### src/rtl/miner_host_pkg.sv
// Shared constants and types for the mining-controller host interface.
package miner_host_pkg;

    localparam int unsigned WORD_W = 32;
    localparam int unsigned ADDR_W = 6;

    // Host word address map
    localparam logic [ADDR_W-1:0] ADDR_TGT_BASE = 6'h00;
    localparam logic [ADDR_W-1:0] ADDR_MSG_BASE = 6'h08;
    localparam logic [ADDR_W-1:0] ADDR_CMD      = 6'h20;
    localparam logic [ADDR_W-1:0] ADDR_STATUS   = 6'h21;
    localparam logic [ADDR_W-1:0] ADDR_NONCE    = 6'h22;

    // STATUS register bit positions
    localparam int unsigned ST_BUSY    = 0;
    localparam int unsigned ST_FOUND   = 1;
    localparam int unsigned ST_ERROR   = 2;
    localparam int unsigned ST_CMD_ERR = 3;
    localparam int unsigned ST_WR_ERR  = 4;

    typedef enum logic [1:0] {
        H_IDLE    = 2'd0,
        H_TGT_REQ = 2'd1,
        H_MSG_REQ = 2'd2,
        H_MINING  = 2'd3
    } host_state_t;

endpackage

### src/rtl/host_regfile.sv
// Word-addressed target/header shadow storage with a write-protect input.
module host_regfile
    import miner_host_pkg::*;
#(
    parameter int unsigned TGT_WORDS = 8,
    parameter int unsigned MSG_WORDS = 19
) (
    input  logic                          clk,
    input  logic                          n_rst,
    input  logic                          wr_en,
    input  logic [ADDR_W-1:0]             wr_addr,
    input  logic [WORD_W-1:0]             wr_data,
    input  logic                          protect,
    output logic [WORD_W*TGT_WORDS-1:0]   target,
    output logic [WORD_W*MSG_WORDS-1:0]   msg
);

    // Shadow words update on an unprotected write that hits their address
    always_ff @(posedge clk or negedge n_rst) begin
        if (!n_rst) begin
            target <= '0;
            msg    <= '0;
        end else if (wr_en && !protect) begin
            for (int i = 0; i < int'(TGT_WORDS); i++) begin
                if (wr_addr == ADDR_W'(32'(ADDR_TGT_BASE) + 32'(i)))
                    target[i*WORD_W +: WORD_W] <= wr_data;
            end
            for (int i = 0; i < int'(MSG_WORDS); i++) begin
                if (wr_addr == ADDR_W'(32'(ADDR_MSG_BASE) + 32'(i)))
                    msg[i*WORD_W +: WORD_W] <= wr_data;
            end
        end
    end

endmodule

### src/rtl/miner_host_if.sv
// Host register slave driving newTarget/newMsg requests to the mining controller.
module miner_host_if
    import miner_host_pkg::*;
#(
    parameter int unsigned TGT_WORDS = 8,
    parameter int unsigned MSG_WORDS = 19
) (
    input  logic                          clk,
    input  logic                          n_rst,
    input  logic                          wr_en,
    input  logic [ADDR_W-1:0]             wr_addr,
    input  logic [WORD_W-1:0]             wr_data,
    input  logic                          rd_en,
    input  logic [ADDR_W-1:0]             rd_addr,
    output logic [WORD_W-1:0]             rd_data,
    output logic                          irq,
    output logic                          newTarget,
    output logic                          newMsg,
    output logic [WORD_W*TGT_WORDS-1:0]   target,
    output logic [WORD_W*MSG_WORDS-1:0]   msg,
    input  logic                          loadTarget,
    input  logic                          loadMsg,
    input  logic                          hash_found,
    input  logic                          error,
    input  logic [WORD_W-1:0]             nonce
);

    // Target window starts at address 0, so only its upper bound is decoded
    localparam logic [ADDR_W-1:0] TGT_END = ADDR_W'(32'(ADDR_TGT_BASE) + TGT_WORDS);
    localparam logic [ADDR_W-1:0] MSG_END = ADDR_W'(32'(ADDR_MSG_BASE) + MSG_WORDS);

    host_state_t       state, state_next;
    logic              msg_pend, found, cmd_err, wr_err, error_q;
    logic [WORD_W-1:0] nonce_q;
    logic              cmd_wr_c, status_wr_c, word_wr_c, protect_c, err_rise_c, mine_done_c;
    logic              busy_c, new_target_d, new_msg_d;
    logic [WORD_W-1:0] status_c, rd_word_c;

    assign cmd_wr_c    = wr_en && (wr_addr == ADDR_CMD);
    assign status_wr_c = wr_en && (wr_addr == ADDR_STATUS);
    assign word_wr_c   = wr_en && ((wr_addr < TGT_END) ||
                                   ((wr_addr >= ADDR_MSG_BASE) && (wr_addr < MSG_END)));
    assign protect_c   = (state == H_TGT_REQ) || (state == H_MSG_REQ);
    assign err_rise_c  = error && !error_q;
    assign mine_done_c = (state == H_MINING) && (hash_found || err_rise_c);

    host_regfile #(
        .TGT_WORDS (TGT_WORDS),
        .MSG_WORDS (MSG_WORDS)
    ) u_regfile (
        .clk     (clk),
        .n_rst   (n_rst),
        .wr_en   (wr_en),
        .wr_addr (wr_addr),
        .wr_data (wr_data),
        .protect (protect_c),
        .target  (target),
        .msg     (msg)
    );

    // State register; request outputs registered from the next state
    always_ff @(posedge clk or negedge n_rst) begin
        if (!n_rst) begin
            state     <= H_IDLE;
            newTarget <= 1'b0;
            newMsg    <= 1'b0;
        end else begin
            state     <= state_next;
            newTarget <= new_target_d;
            newMsg    <= new_msg_d;
        end
    end

    // Next-state logic
    always_comb begin
        state_next = state;
        case (state)
            H_IDLE: begin
                if (cmd_wr_c && wr_data[0])      state_next = H_TGT_REQ;
                else if (cmd_wr_c && wr_data[1]) state_next = H_MSG_REQ;
            end
            H_TGT_REQ: if (loadTarget) state_next = msg_pend ? H_MSG_REQ : H_IDLE;
            H_MSG_REQ: if (loadMsg)    state_next = H_MINING;
            H_MINING:  if (mine_done_c) state_next = H_IDLE;
            default:   state_next = H_IDLE;
        endcase
    end

    // Output decode
    always_comb begin
        new_target_d = 1'b0;
        new_msg_d    = 1'b0;
        busy_c       = 1'b0;
        if (state_next == H_TGT_REQ) new_target_d = 1'b1;
        if (state_next == H_MSG_REQ) new_msg_d    = 1'b1;
        if (state == H_MINING)       busy_c       = 1'b1;
    end

    // Remember a combined commit so msg follows the target handshake
    always_ff @(posedge clk or negedge n_rst) begin
        if (!n_rst)
            msg_pend <= 1'b0;
        else if ((state == H_IDLE) && cmd_wr_c && wr_data[0])
            msg_pend <= wr_data[1];
        else if ((state == H_TGT_REQ) && loadTarget)
            msg_pend <= 1'b0;
    end

    // Sticky status flags and irq; a new event wins over a STATUS clear
    always_ff @(posedge clk or negedge n_rst) begin
        if (!n_rst) begin
            found   <= 1'b0;
            irq     <= 1'b0;
            cmd_err <= 1'b0;
            wr_err  <= 1'b0;
            error_q <= 1'b0;
            nonce_q <= '0;
        end else begin
            error_q <= error;
            if ((state == H_MINING) && hash_found) begin
                found   <= 1'b1;
                nonce_q <= nonce;
            end else if (((state == H_MSG_REQ) && loadMsg) || status_wr_c) begin
                found <= 1'b0;
            end
            if (mine_done_c)      irq <= 1'b1;
            else if (status_wr_c) irq <= 1'b0;
            if (cmd_wr_c && (state != H_IDLE)) cmd_err <= 1'b1;
            else if (status_wr_c)              cmd_err <= 1'b0;
            if (word_wr_c && protect_c) wr_err <= 1'b1;
            else if (status_wr_c)       wr_err <= 1'b0;
        end
    end

    // STATUS word assembly
    always_comb begin
        status_c             = '0;
        status_c[ST_BUSY]    = busy_c;
        status_c[ST_FOUND]   = found;
        status_c[ST_ERROR]   = error;
        status_c[ST_CMD_ERR] = cmd_err;
        status_c[ST_WR_ERR]  = wr_err;
    end

    // Read mux; unmapped and write-only addresses read as zero
    always_comb begin
        rd_word_c = '0;
        for (int i = 0; i < int'(TGT_WORDS); i++) begin
            if (rd_addr == ADDR_W'(32'(ADDR_TGT_BASE) + 32'(i)))
                rd_word_c = target[i*WORD_W +: WORD_W];
        end
        for (int i = 0; i < int'(MSG_WORDS); i++) begin
            if (rd_addr == ADDR_W'(32'(ADDR_MSG_BASE) + 32'(i)))
                rd_word_c = msg[i*WORD_W +: WORD_W];
        end
        if (rd_addr == ADDR_STATUS) rd_word_c = status_c;
        if (rd_addr == ADDR_NONCE)  rd_word_c = nonce_q;
    end

    // Read data register, held between read strobes
    always_ff @(posedge clk or negedge n_rst) begin
        if (!n_rst)     rd_data <= '0;
        else if (rd_en) rd_data <= rd_word_c;
    end

endmodule

### config.mk
export PLATFORM = sky130hd
export DESIGN_NAME = miner_host_if
export DESIGN_NICKNAME = d
export VERILOG_FILES = /design/src/rtl/miner_host_pkg.sv /design/src/rtl/host_regfile.sv /design/src/rtl/miner_host_if.sv
export SDC_FILE = /design/constraint.sdc
export NUM_CORES = 2
export LEC_CHECK = 0
export BUFFER_PORTS_ARGS = -buffer_cell sky130_fd_sc_hd__buf_4
export CORE_AREA = 2 2 385 387
export CTS_BUF_LIST = sky130_fd_sc_hd__clkbuf_8
export DETAILED_ROUTE_END_ITERATION = 6
export DIE_AREA = 0 0 387 389
export SLEW_MARGIN = 0
export SYNTH_ARGS = -nofsm -noshare
export SYNTH_HDL_FRONTEND = slang
export SYNTH_SLANG_ARGS = --single-unit
### constraint.sdc
create_clock -name clk -period 2.8 [get_ports clk]
set_input_delay 0 -clock clk [delete_from_list [all_inputs] [get_ports clk]]
set_output_delay 0 -clock clk [all_outputs]
set_load 0.05 [all_outputs]
==> flow_summary.json <==
{
  "max_freq_ghz": 0.358,
  "synth_edf_count": 0,
  "finalPower_mw": 55.5,
  "synth.area.mux_share": 0.251,
  "reg2reg_from": "state[0]",
  "synthFlopType": "dfrtp_1",
  "num_rows": 141,
  "drc": 9,
  "grt.total_usage": 0.348,
  "netlist_instances": 3328,
  "p_clk_frac": 0.232,
  "end_kind": "flip-flop",
  "area_delta_synth_final_pct": 39.2,
  "synth_nets": 3417,
  "drive_gt1_frac": 0.522,
  "totalWireLength_mm": 269,
  "maxSlewViolCount": 0,
  "crit_fanout": 22,
  "initial_utilization": 0.290,
  "synth_compound_gate_area_share": 0.105,
  "pin_count": 983,
  "internal_power_mw": 30.0,
  "cts_buffer_depth": 3,
  "syn-cell-area_sq_um": 42600,
  "met3_usage": 0.152,
  "drt_iter0_drc": 5219,
  "worstHoldStart": "wr_data[1]",
  "period_share": 0.999,
  "hold_viol": 0,
  "fp.coreArea_sq_um": 147000,
  "gr-max-usage-layer": "met2",
  "grt.met1_usage": 0.444,
  "die_w_um": 387,
  "p_per_area_nw_per_um2": 936,
  "synth_top_cell_by_area": "dfrtp_1",
  "startpoint": "rd_addr[3]",
  "dr.pass1.iters": 7,
  "cts_tree": "built",
  "cts_max_level": 4,
  "arrival_ns": 3.59,
  "switchingPower_mw": 25.4,
  "wl_per_cell_um": 40.3,
  "synth_top_family_by_area": "multiplexers",
  "switching_share": 0.458,
  "synth-xor-area-share": 0,
  "drtAntennaViolNets": 0,
  "violations": "DRC",
  "worst-slew-pin-transition_ns": 1.04,
  "io_buffers": 982,
  "insertion_delay_ns": 0.95,
  "grt-ovfl-total": 0,
  "status": "finished with violations",
  "dpl.hpwl_mm": 201,
  "maxCapViolCount": 0,
  "gp_congestion": 0.977,
  "vdd_drop_max_uv": 474,
  "leakage_nw": 29.7,
  "synth_seq_area_share": 0.552,
  "cts.clk_slew.worst_paths_ns": 0.06,
  "synth_most_common_cell": "dfrtp_1",
  "syn_area_per_cell_sq_um": 12.8,
  "grt_max_degree": 101,
  "clkSinkCount": 938,
  "grt_pass1_wl_mm": 356,
  "fin_nets": 4709,
  "die_y_um": 389,
  "use_met2": 0.498,
  "clock_tree.root_cell": "clkbuf_8",
  "synth_top_area_frac": 0.552,
  "pre_cts_slack_ns": -0.318,
  "hold_class": "input pin to flip-flop",
  "synth_common_cells": "dfrtp_1 (938), mux2_2 (899), nand2_1 (187), clkbuf_1 (136), a22oi_1 (126)",
  "start_kind": "input pin",
  "power_frac_seq": 0.369,
  "yosysWarnings": 0,
  "worst_ep_required_time_ns": 3.59,
  "synth-seq-cells": 938,
  "synthSimpleGateAreaFrac": 0.0579,
  "yosys.area_share.adder": 0.00147,
  "finalClockSkew_ns": 0.0456,
  "post-route-min-period_ns": 2.80,
  "vias": 38900,
  "postLayoutSetupSlackWorst_ns": 0.00320,
  "dieArea_sq_um": 151000,
  "grt_pass1_vias": 38200,
  "relSlewSlack": 0.304,
  "numCtsBuffers": 161,
  "synth.area.top_cells": "dfrtp_1 (55%), mux2_2 (24%), a22oi_1 (2.2%)",
  "async_reset_ff_frac": 1.00,
  "comb_power_share": 0.399,
  "setup_viol": 0,
  "vias_per_cell": 5.83,
  "antenna_found_initial": 18,
  "synth_cell_type_count": 81,
  "critPathKind": "input pin to flip-flop"
}
[kinds of logic after synthesis]
logic type                 count (synthesis)
DFF                                      938
muxes                                    942
AOI/OAI and AO/OA                        638
buffers and inverters                    306
adders and majority gates                  5
and+or+nand+nor                          499
[power groups by stage]
stage | clock network, mW | registers [mW] | logic (mW)
2_1_floorplan | 0 | 28.4 | 3.66
3_3_place_gp | 0 | 20.4 | 21.4
3_5_place_dp | 0 | 20.5 | 21.5
4_1_cts | 13.0 | 20.3 | 22.0
5_1_grt | 13.6 | 20.6 | 22.8
6_report | 12.9 | 20.5 | 22.1
[sequential cells by signal (all words and copies together), names as in the netlist]
signal	cells
cmd_err	1
error_q	1
found	1
irq	1
msg_pend	1
newMsg	1
newTarget	1
nonce_q	32
rd_data	32
state	2
u_regfile.msg	608
u_regfile.target	256
wr_err	1
[final cells by class]
type / count / area, sq um
Fill cell: 14100 / 87300
Sequential cell: 938 / 23500
Multi-Input combinational cell: 2084 / 18100
Timing Repair Buffer: 1419 / 12000
Clock buffer: 191 / 2630
Tap cell: 1930 / 2410
Clock inverter: 94 / 588
Inverter: 16 / 60.1
Antenna cell: 8 / 20.0
[placed cells by master (no fill, tap or decap), types with 8 or more instances in the layout]
cell | netlist | layout
buf_12 | 0 | 70
o21ai_0 | 115 | 115
dlygate4sd3_1 | 0 | 164
buf_4 | 18 | 1180
a221o_1 | 10 | 10
nor3_1 | 18 | 16
mux4_2 | 11 | 11
clkbuf_8 | 0 | 192
nand2_4 | 0 | 14
and3_1 | 27 | 25
a211oi_1 | 14 | 14
o21ai_1 | 10 | 10
nor2_4 | 8 | 29
o221ai_1 | 22 | 22
a222oi_1 | 26 | 26
o2bb2ai_1 | 11 | 11
clkinv_2 | 0 | 12
o22ai_1 | 30 | 30
a21oi_1 | 109 | 108
inv_1 | 15 | 80
a31oi_1 | 22 | 22
a22oi_1 | 126 | 126
a22o_1 | 15 | 15
mux2i_1 | 29 | 29
diode_2 | 0 | 8
nand3_1 | 44 | 42
a2111oi_0 | 9 | 8
nor2_1 | 115 | 102
dfrtp_1 | 938 | 938
a221oi_1 | 41 | 41
o211ai_1 | 13 | 13
nand2_1 | 187 | 167
nand4_1 | 28 | 28
mux2_2 | 899 | 899
[worst max-delay path, cell delays in order]
cell and delay, ns:
dlygate4sd3_1 0.57, buf_4 0.21, or4b_2 0.26, buf_12 0.24
nor2_4 0.06, buf_4 0.23, a221oi_1 0.39, nand3_1 0.16
a2111oi_1 0.95, buf_4 0.24, o2bb2ai_1 0.15, a2bb2oi_1 0.10
[worst paths after layout]
check	to	slack (ns)	cells past startpoint
min reg2reg	u_regfile.msg[129]	0.51	2
max in group asynchronous	u_regfile.msg[315]	1.69	4
max reg2reg	u_regfile.msg[545]	0.10	8
min	u_regfile.target[97]	0.1	3
max	rd_data[11]	0.003	12
min in group asynchronous	rd_data[31]	0.50	4
[through the flow]
step                      hold slack, ns  setup TNS (ns)   util  instance area, sq um  cells
after floorplan                   -0.296               0      -                 42600   3328
after global placement            0.0443           -1.06  0.371                 54300   6221
after CTS                         0.0184               0  0.404                 59200   6672
after detailed placement          0.0494          -0.716  0.371                 54300   6222
final                             0.0974               0  0.404                 59300   6680
after global routing              0.0589        -0.00140  0.404                 59200   6676
[what timing repair did]
action	in CTS	in global routing
hold endpoints to repair	1872	0
resized for setup	0	5
endpoints found under the setup margin	0	17
setup buffers	0	0
hold buffers	165	0
[metal layers]
metal / vias up / wire [um]
li1: 15000 / -
met1: 20400 / 107000
met2: 2841 / 111000
met3: 709 / 34800
met4: 4 / 16100
met5: - / 20
Power figures use the tool's default switching activity.
